### config.mk
export PLATFORM = sky130hd
export DESIGN_NAME = gcd_job_ctrl
export DESIGN_NICKNAME = d
export VERILOG_FILES = /design/src/rtl/gcd_job_ctrl.sv
export SDC_FILE = /design/constraint.sdc
export NUM_CORES = 1
export LEC_CHECK = 0
export ABC_AREA = 0
export ABC_CLOCK_PERIOD_IN_PS = 2500
export CAP_MARGIN = 20
export CORE_ASPECT_RATIO = 1.5
export CORE_UTILIZATION = 47
export DETAILED_ROUTE_END_ITERATION = 8
export PLACE_DENSITY_LB_ADDON = 0.1
export SLEW_MARGIN = 20
export SYNTH_ARGS = -nofsm -noshare
export SYNTH_HDL_FRONTEND = slang
export SYNTH_SLANG_ARGS = --single-unit
### constraint.sdc
create_clock -name CLK -period 2.5 [get_ports CLK]
set_input_delay 0.25 -clock CLK [delete_from_list [all_inputs] [get_ports CLK]]
set_output_delay 0.25 -clock CLK [all_outputs]
set_load 0.02 [all_outputs]
### src/rtl/gcd_job_ctrl.sv
// Job sequencer and CSR block for the GCD accelerator: launch, lock, completion/timeout/abort, flush, IRQ.
// Define GCD_JOB_CTRL_PERF_EN to make CYCLE_COUNT (0x18) and JOB_COUNT (0x20) readable.
module gcd_job_ctrl #(
  parameter int CNT_W        = 32,
  parameter int JOB_W        = 16,
  parameter int FLUSH_CYCLES = 2
) (
  input  logic        CLK,
  input  logic        RESETn,
  input  logic        SRAM_CEn,
  input  logic [31:0] SRAM_ADDR,
  input  logic [63:0] SRAM_WDATA,
  input  logic        SRAM_WEn,
  input  logic [7:0]  SRAM_WBEn,
  output logic [63:0] SRAM_RDATA,
  output logic        GCD_START,
  output logic        GCD_SRSTn,
  input  logic        GCD_DONE,
  output logic        ARG_LOCK,
  output logic        IRQ
);
  typedef enum logic [1:0] {IDLE, LAUNCH, RUN, FLUSH} state_t;
  localparam int FW = (FLUSH_CYCLES > 1) ? $clog2(FLUSH_CYCLES) : 1;

  state_t           state, state_nx;
  logic [FW-1:0]    flush_cnt;
  logic [CNT_W-1:0] run_cnt, tmo_limit;
  logic             done_q, irq_en;
  logic             done_st, tmo_st, abt_st, serr_st;
  logic             launch, set_done, set_tmo, set_abt, set_serr;
  logic [63:0]      bmask, rd_val;
  logic [3:0]       w1c;

  logic [2:0] sel;
  logic       wr, rd, start_wr, abort_wr, done_edge, tmo_hit, busy;
  assign sel       = SRAM_ADDR[5:3];
  assign wr        = ~SRAM_CEn & ~SRAM_WEn;
  assign rd        = ~SRAM_CEn & SRAM_WEn;
  assign start_wr  = wr && sel == 3'd0 && !SRAM_WBEn[0] && SRAM_WDATA[0];
  assign abort_wr  = wr && sel == 3'd0 && !SRAM_WBEn[0] && SRAM_WDATA[1];
  assign done_edge = GCD_DONE & ~done_q;
  assign tmo_hit   = (tmo_limit != '0) && (run_cnt == tmo_limit);
  assign busy      = (state != IDLE);
  assign w1c       = (wr && sel == 3'd1 && !SRAM_WBEn[0]) ? SRAM_WDATA[4:1] : 4'd0;
  assign set_serr  = start_wr && !abort_wr && busy;

  always_comb begin
    for (int b = 0; b < 8; b++) bmask[8*b +: 8] = {8{~SRAM_WBEn[b]}};
  end

  always_ff @(posedge CLK or negedge RESETn) begin
    if (!RESETn) state <= IDLE;
    else         state <= state_nx;
  end

  // Completion outranks timeout/abort in the same cycle.
  always_comb begin
    state_nx = state;
    launch   = 1'b0;
    set_done = 1'b0;
    set_tmo  = 1'b0;
    set_abt  = 1'b0;
    case (state)
      IDLE:   if (start_wr && !abort_wr) begin
                launch   = 1'b1;
                state_nx = LAUNCH;
              end
      LAUNCH: state_nx = RUN;
      RUN:    if (done_edge) begin
                set_done = 1'b1;
                state_nx = IDLE;
              end else if (tmo_hit || abort_wr) begin
                set_tmo  = tmo_hit;
                set_abt  = abort_wr;
                state_nx = FLUSH;
              end
      FLUSH:  if (flush_cnt == FW'(FLUSH_CYCLES - 1)) state_nx = IDLE;
      default: state_nx = IDLE;
    endcase
  end

  assign GCD_START = (state == LAUNCH);
  assign GCD_SRSTn = (state != FLUSH);
  assign ARG_LOCK  = busy;

  always_ff @(posedge CLK or negedge RESETn) begin
    if (!RESETn) begin
      flush_cnt <= '0;
      run_cnt   <= '0;
      tmo_limit <= '0;
      done_q    <= 1'b0;
      irq_en    <= 1'b0;
      done_st   <= 1'b0;
      tmo_st    <= 1'b0;
      abt_st    <= 1'b0;
      serr_st   <= 1'b0;
      IRQ       <= 1'b0;
    end else begin
      done_q    <= GCD_DONE;
      flush_cnt <= (state == FLUSH) ? flush_cnt + 1'b1 : '0;
      if (launch)                               run_cnt <= '0;
      else if (state == RUN && run_cnt != '1)   run_cnt <= run_cnt + 1'b1;
      if (wr && sel == 3'd0 && !SRAM_WBEn[1])   irq_en <= SRAM_WDATA[8];
      if (wr && sel == 3'd2)
        tmo_limit <= (tmo_limit & ~bmask[CNT_W-1:0]) | (SRAM_WDATA[CNT_W-1:0] & bmask[CNT_W-1:0]);
      // Hardware set beats a simultaneous W1C.
      done_st <= (done_st & ~w1c[0]) | set_done;
      tmo_st  <= (tmo_st  & ~w1c[1]) | set_tmo;
      abt_st  <= (abt_st  & ~w1c[2]) | set_abt;
      serr_st <= (serr_st & ~w1c[3]) | set_serr;
      IRQ     <= irq_en & (done_st | tmo_st | abt_st);
    end
  end

`ifdef GCD_JOB_CTRL_PERF_EN
  logic [JOB_W-1:0] job_cnt;
  always_ff @(posedge CLK or negedge RESETn) begin
    if (!RESETn)       job_cnt <= '0;
    else if (set_done) job_cnt <= job_cnt + 1'b1;
  end
`endif

  always_comb begin
    rd_val = '0;
    case (sel)
      3'd0: rd_val[8]         = irq_en;
      3'd1: rd_val[4:0]       = {serr_st, abt_st, tmo_st, done_st, busy};
      3'd2: rd_val[CNT_W-1:0] = tmo_limit;
`ifdef GCD_JOB_CTRL_PERF_EN
      3'd3: rd_val[CNT_W-1:0] = run_cnt;
      3'd4: rd_val[JOB_W-1:0] = job_cnt;
`endif
      default: rd_val = '0;
    endcase
  end

  always_ff @(posedge CLK or negedge RESETn) begin
    if (!RESETn)  SRAM_RDATA <= '0;
    else if (rd)  SRAM_RDATA <= rd_val;
  end

  logic unused_ok;
  assign unused_ok = ^{SRAM_ADDR[31:6], SRAM_ADDR[2:0], SRAM_WDATA, bmask};
endmodule
== After elaboration in Yosys (flattened, before gate mapping) ==
Cells that the tools add are included.
Storage, ports and cells
  register bits after elaboration: 106
  logic and storage cells: 99
Operators by class
  add/subtract/negate cells: 2
  equal/unequal tests: 11
  multiplexer cells: 23
  bitwise logic cells: 29
  reductions and logical operators: 22
Operator list (count)
  AND 32 bit: 2
  two-way mux 32 bit: 2
  adder 32 x 1 -> 32 bit, second input constant: 1
  equality test 32 bit: 1
  != test 32 bit, second input constant: 1
  NOT 32 bit: 1
  bitwise OR 32 bit: 1
  nonzero test 32 bit: 1
  two-way mux 23 bit: 1
  logical AND 1 bit: 12
  two-way mux 1 bit: 11
  NOT 1 bit: 11
  one-hot mux 5 bit (2 select lines): 1
  AND 1 bit: 8
  two-way mux 2 bit: 4
  one-hot mux 2 bit (4 select lines): 1
  != test 2 bit, second input constant: 3
  bitwise OR 1 bit: 6
  equality test 2 bit, second input constant: 2
  two-way mux 4 bit: 1
  nonzero test 2 bit: 2
  equality test 3 x 1 -> 1 bit, second input constant: 1
  equality test 3 x 2 -> 1 bit, second input constant: 1
  zero test 1 bit: 3
  other kinds (9): 9

== Logic depth before layout (Yosys ltp) ==
  depth after elaboration: 10
  mapped depth: 8
  mapped depth without buffers: 6

== Least setup slack after synthesis ==
No wires, ideal clock.
  path type: flip-flop to flip-flop
  start: register run_cnt[25]
  end: register run_cnt[28]
  arrival: 1928 ps
  required time: 2434 ps
  path slack: 506 ps
  stages on the path, launching flop included: 8
  clock period less this slack: 1994 ps
  path through: dfrtp_1 -> buf_6 -> and4_4 -> and3_4 -> buf_6 -> or4_4 -> or4_1 -> nand2_1
Between the ends
  cells in the longest elaborated chain, start to end: 3
  elaborated cells on any way between the ends: 6
  classes of those cells: 1 x add/sub; 1 x eq/ne; 2 x mux; 2 x reduce/logical
Ends and longest elaborated chain
  from (decl): RTL line 27  | logic [CNT_W-1:0] run_cnt, tmo_limit;
  from (signal assigned): RTL line 102  | else if (state == RUN && run_cnt != '1) run_cnt <= run_cnt + 1'b1;
  adder 32 x 1 -> 32 bit or != test 32 bit (tied branches): RTL line 102
  two-way mux 32 bit or logical AND 1 bit (tied branches): RTL line 102
  two-way mux 32 bit or nonzero test 2 bit (tied branches)
Several ways; a longest one is shown, not always the timed one. The select of a mux whose other input is x is not followed.
A chain may end at the register's enable or synchronous reset.

== Worst setup path after layout ==
  start: register run_cnt[18]
  end: register run_cnt[25]
Same word-level chain as after synthesis.

==> out/results.txt <==
Status -> finished clean
EDFF count, synth -> 0
Main synth FF type -> dfrtp_1
Via count -> 4256
Total Power -> 5.03 mW
Synthesized area per cell -> 9.95 sq um
Port buffer count -> 79
DRT iter0 DRCs -> 161
Commonest non-fill, non-tap cell in the layout -> dfrtp_1
Largest net degree at the start of global routing -> 51
Drt drc -> 0
Clock tree root buffer cell -> clkbuf_16
Unrepaired setup endpoints after global routing -> no
FFs w/ async S/R, synth -> 100%
Crit path max-delay family -> simple AND/OR/NAND/NOR gates
Crit Path Class -> flop to flop
Slew headroom -> 57.5%
IO Pins -> 177
Layout cells sized above 1 -> 12.6%
Fmax -> 0.458 GHz
Leakage Power -> 2.89 nW
PostCTS Resize Cnt -> 0
Initial antenna violation count -> 0
Worst path required time -> 2.77 ns
Worst path cell trace -> nand4_1 > nor3_1 > nand3_1 > or4_1 > a21oi_1
Cell Count, Final, Fillers Out -> 782
Yosys warns -> 0
Yosys cell types -> 51
Endpoints failing setup -> 0
RePlAce Congestion -> 0.909
Fin crit share -> 87.3%
Core ar. -> 0.0112 sq mm
First-pass GRT wire length -> 22400 microns
Initial Util -> 48.9%
Remaining antenna violation count -> 0
Max stage delay on crit path -> 0.55 ns
First-pass DRT Iterations -> 4
Die Y -> 134 microns
Peak supply drop -> 348 uV
Startpoint Class -> flop
Final HPWL DP -> 10500 microns
Final hold slack -> 0.358 ns
Clock sinks -> 106
TNS Setup -> 0 ns
CTS buffer count -> 9
# rows -> 47
Via/cell ratio -> 5.44
Final hold violations -> 0
Min cycle time layout -> 2.18 ns
Worst Skew -> 0.00676 ns
Maxcap violations -> 0
Hold crit path type -> primary input to flop
Crit Path Max Fanout -> 7
Most frequent cells in the layout -> dfrtp_1 (106), nand2_1 (92), clkdlybuf4s50_1 (78)
Seq/Total Area, Yosys -> 48.5%
Pins Over Slew Limit -> 0
Vias in the first global route -> 4222
CP arrival -> 2.45 ns
PwrDens -> 760 mW/mm^2
Cells after DPL -> 765
Synth Register Bits -> 106
CP bufs+invs -> 0
Final nets -> 740
GRT Overall Usage -> 23.6%
Measured slew at the worst slew-check pin -> 0.636 ns
Post-synthesis cell area -> 0.00547 sq mm
Clk slew on worst S/H paths -> 0.07 ns
CP endpoint kind -> flop
Synthesized instance count -> 549
Total wire length -> 13800 microns
DIE WIDTH -> 90.0 microns
CTS tree -> yes
Die ar. -> 0.0121 sq mm
Worst path slowest cell -> nor3_1
Clk buf depth -> 2
Area delta synth->final -> 21.2%
H-tree lvl count -> 3
Clk Latency, worst-skew pair -> 0.35 ns
Gr ovfl total -> 0
ANT cells -> 0
Mean routed wirelength per cell -> 17.6 microns
through the flow:
| stage | instance area, sq um | util (%) | setup slack, ns |
|---|---|---|---|
| floorplan | 5580 | - | 0.506 |
| global placement | 6340 | 56.7 | 0.339 |
| detailed placement | 6340 | 56.7 | 0.285 |
| CTS | 6630 | 59.3 | 0.316 |
| global route | 6630 | 59.3 | 0.145 |
| finish | 6630 | 59.3 | 0.319 |
final timing paths:
path | start | to | slack (ns) | depth (start not counted)
setup / recovery | run_cnt[18] | run_cnt[25] | 0.32 | 5
hold / removal | GCD_DONE | done_q | 0.36 | 1
setup reg to reg | run_cnt[18] | run_cnt[25] | 0.32 | 5
hold reg to reg | flush_cnt | flush_cnt | 0.45 | 1
max in group asynchronous | RESETn | asynchronous set/reset pin | 1.35 | 3
min in group asynchronous | RESETn | SRAM_RDATA[0] | 0.46 | 2
kinds of logic after synthesis:
logic type	share of synthesized area [%]
multiplexers	8.08
other	0.0686
XOR/XNOR	5.93
AND/OR/NAND/NOR	22.8
flip-flops	48.5
buffers and inverters	6.82
adder cells (fa/ha/maj)	0.229
AO/OA/AOI/OAI	7.56
layer usage:
| layer | vias up | routed length [microns] | global-route usage, % |
|---|---|---|---|
| met4 | 0 | 256 | 7.89 |
| met3 | 18 | 471 | 2.61 |
| met1 | 2067 | 6010 | 30.5 |
| met2 | 117 | 7030 | 41.3 |
| met5 | - | 0 | 0 |
| li1 | 2054 | - | - |
what timing repair did:
action                                 4_1_cts  5_1_grt
hold buffers                                 1        0
endpoints found under the hold margin       48        0
buffers inserted                             0        0
synth_stat cells (all sizes together), types with 4 or more instances:
cell	instances	area (sq um)
and3	9	63.8
and4	8	75.1
clkbuf	15	56.3
a221oi	5	43.8
nor3	5	25.0
nor4	14	93.8
nand4	17	106
o21ai	4	20.0
dfrtp	106	2650
xor2	16	140
a21oi	16	80.1
nand3	39	195
nor2	31	124
or4	13	101
nor2b	5	31.3
xnor2	21	184
buf	39	290
a31o	4	35.0
mux2i	7	70.1
o31ai	10	75.1
inv	7	26.3
mux2	33	372
nand2	92	345
worst register-to-register path: stages, from the launching register on:
cell and delay, ns:
dfrtp_1 0.52, nand4_1 0.22, nor3_1 0.55, nand3_1 0.17, or4_1 0.50, a21oi_1 0.16
cell type report:
type / instances / area [sq um]
fill: 968 / 4550
tap: 147 / 184
clock buffer: 9 / 225
sequential: 106 / 2650
multi-input combinational: 413 / 2560
clock inverter: 7 / 52.6
inverter: 7 / 26.3
timing repair buffer: 93 / 921
power breakdown:
part           internal, mW  switching (mW)
clock                 0.681           0.655
combinational         0.621           0.671
sequential             2.00           0.409
total                  3.30            1.74
No activity file was read; power rests on OpenSTA's default activity.
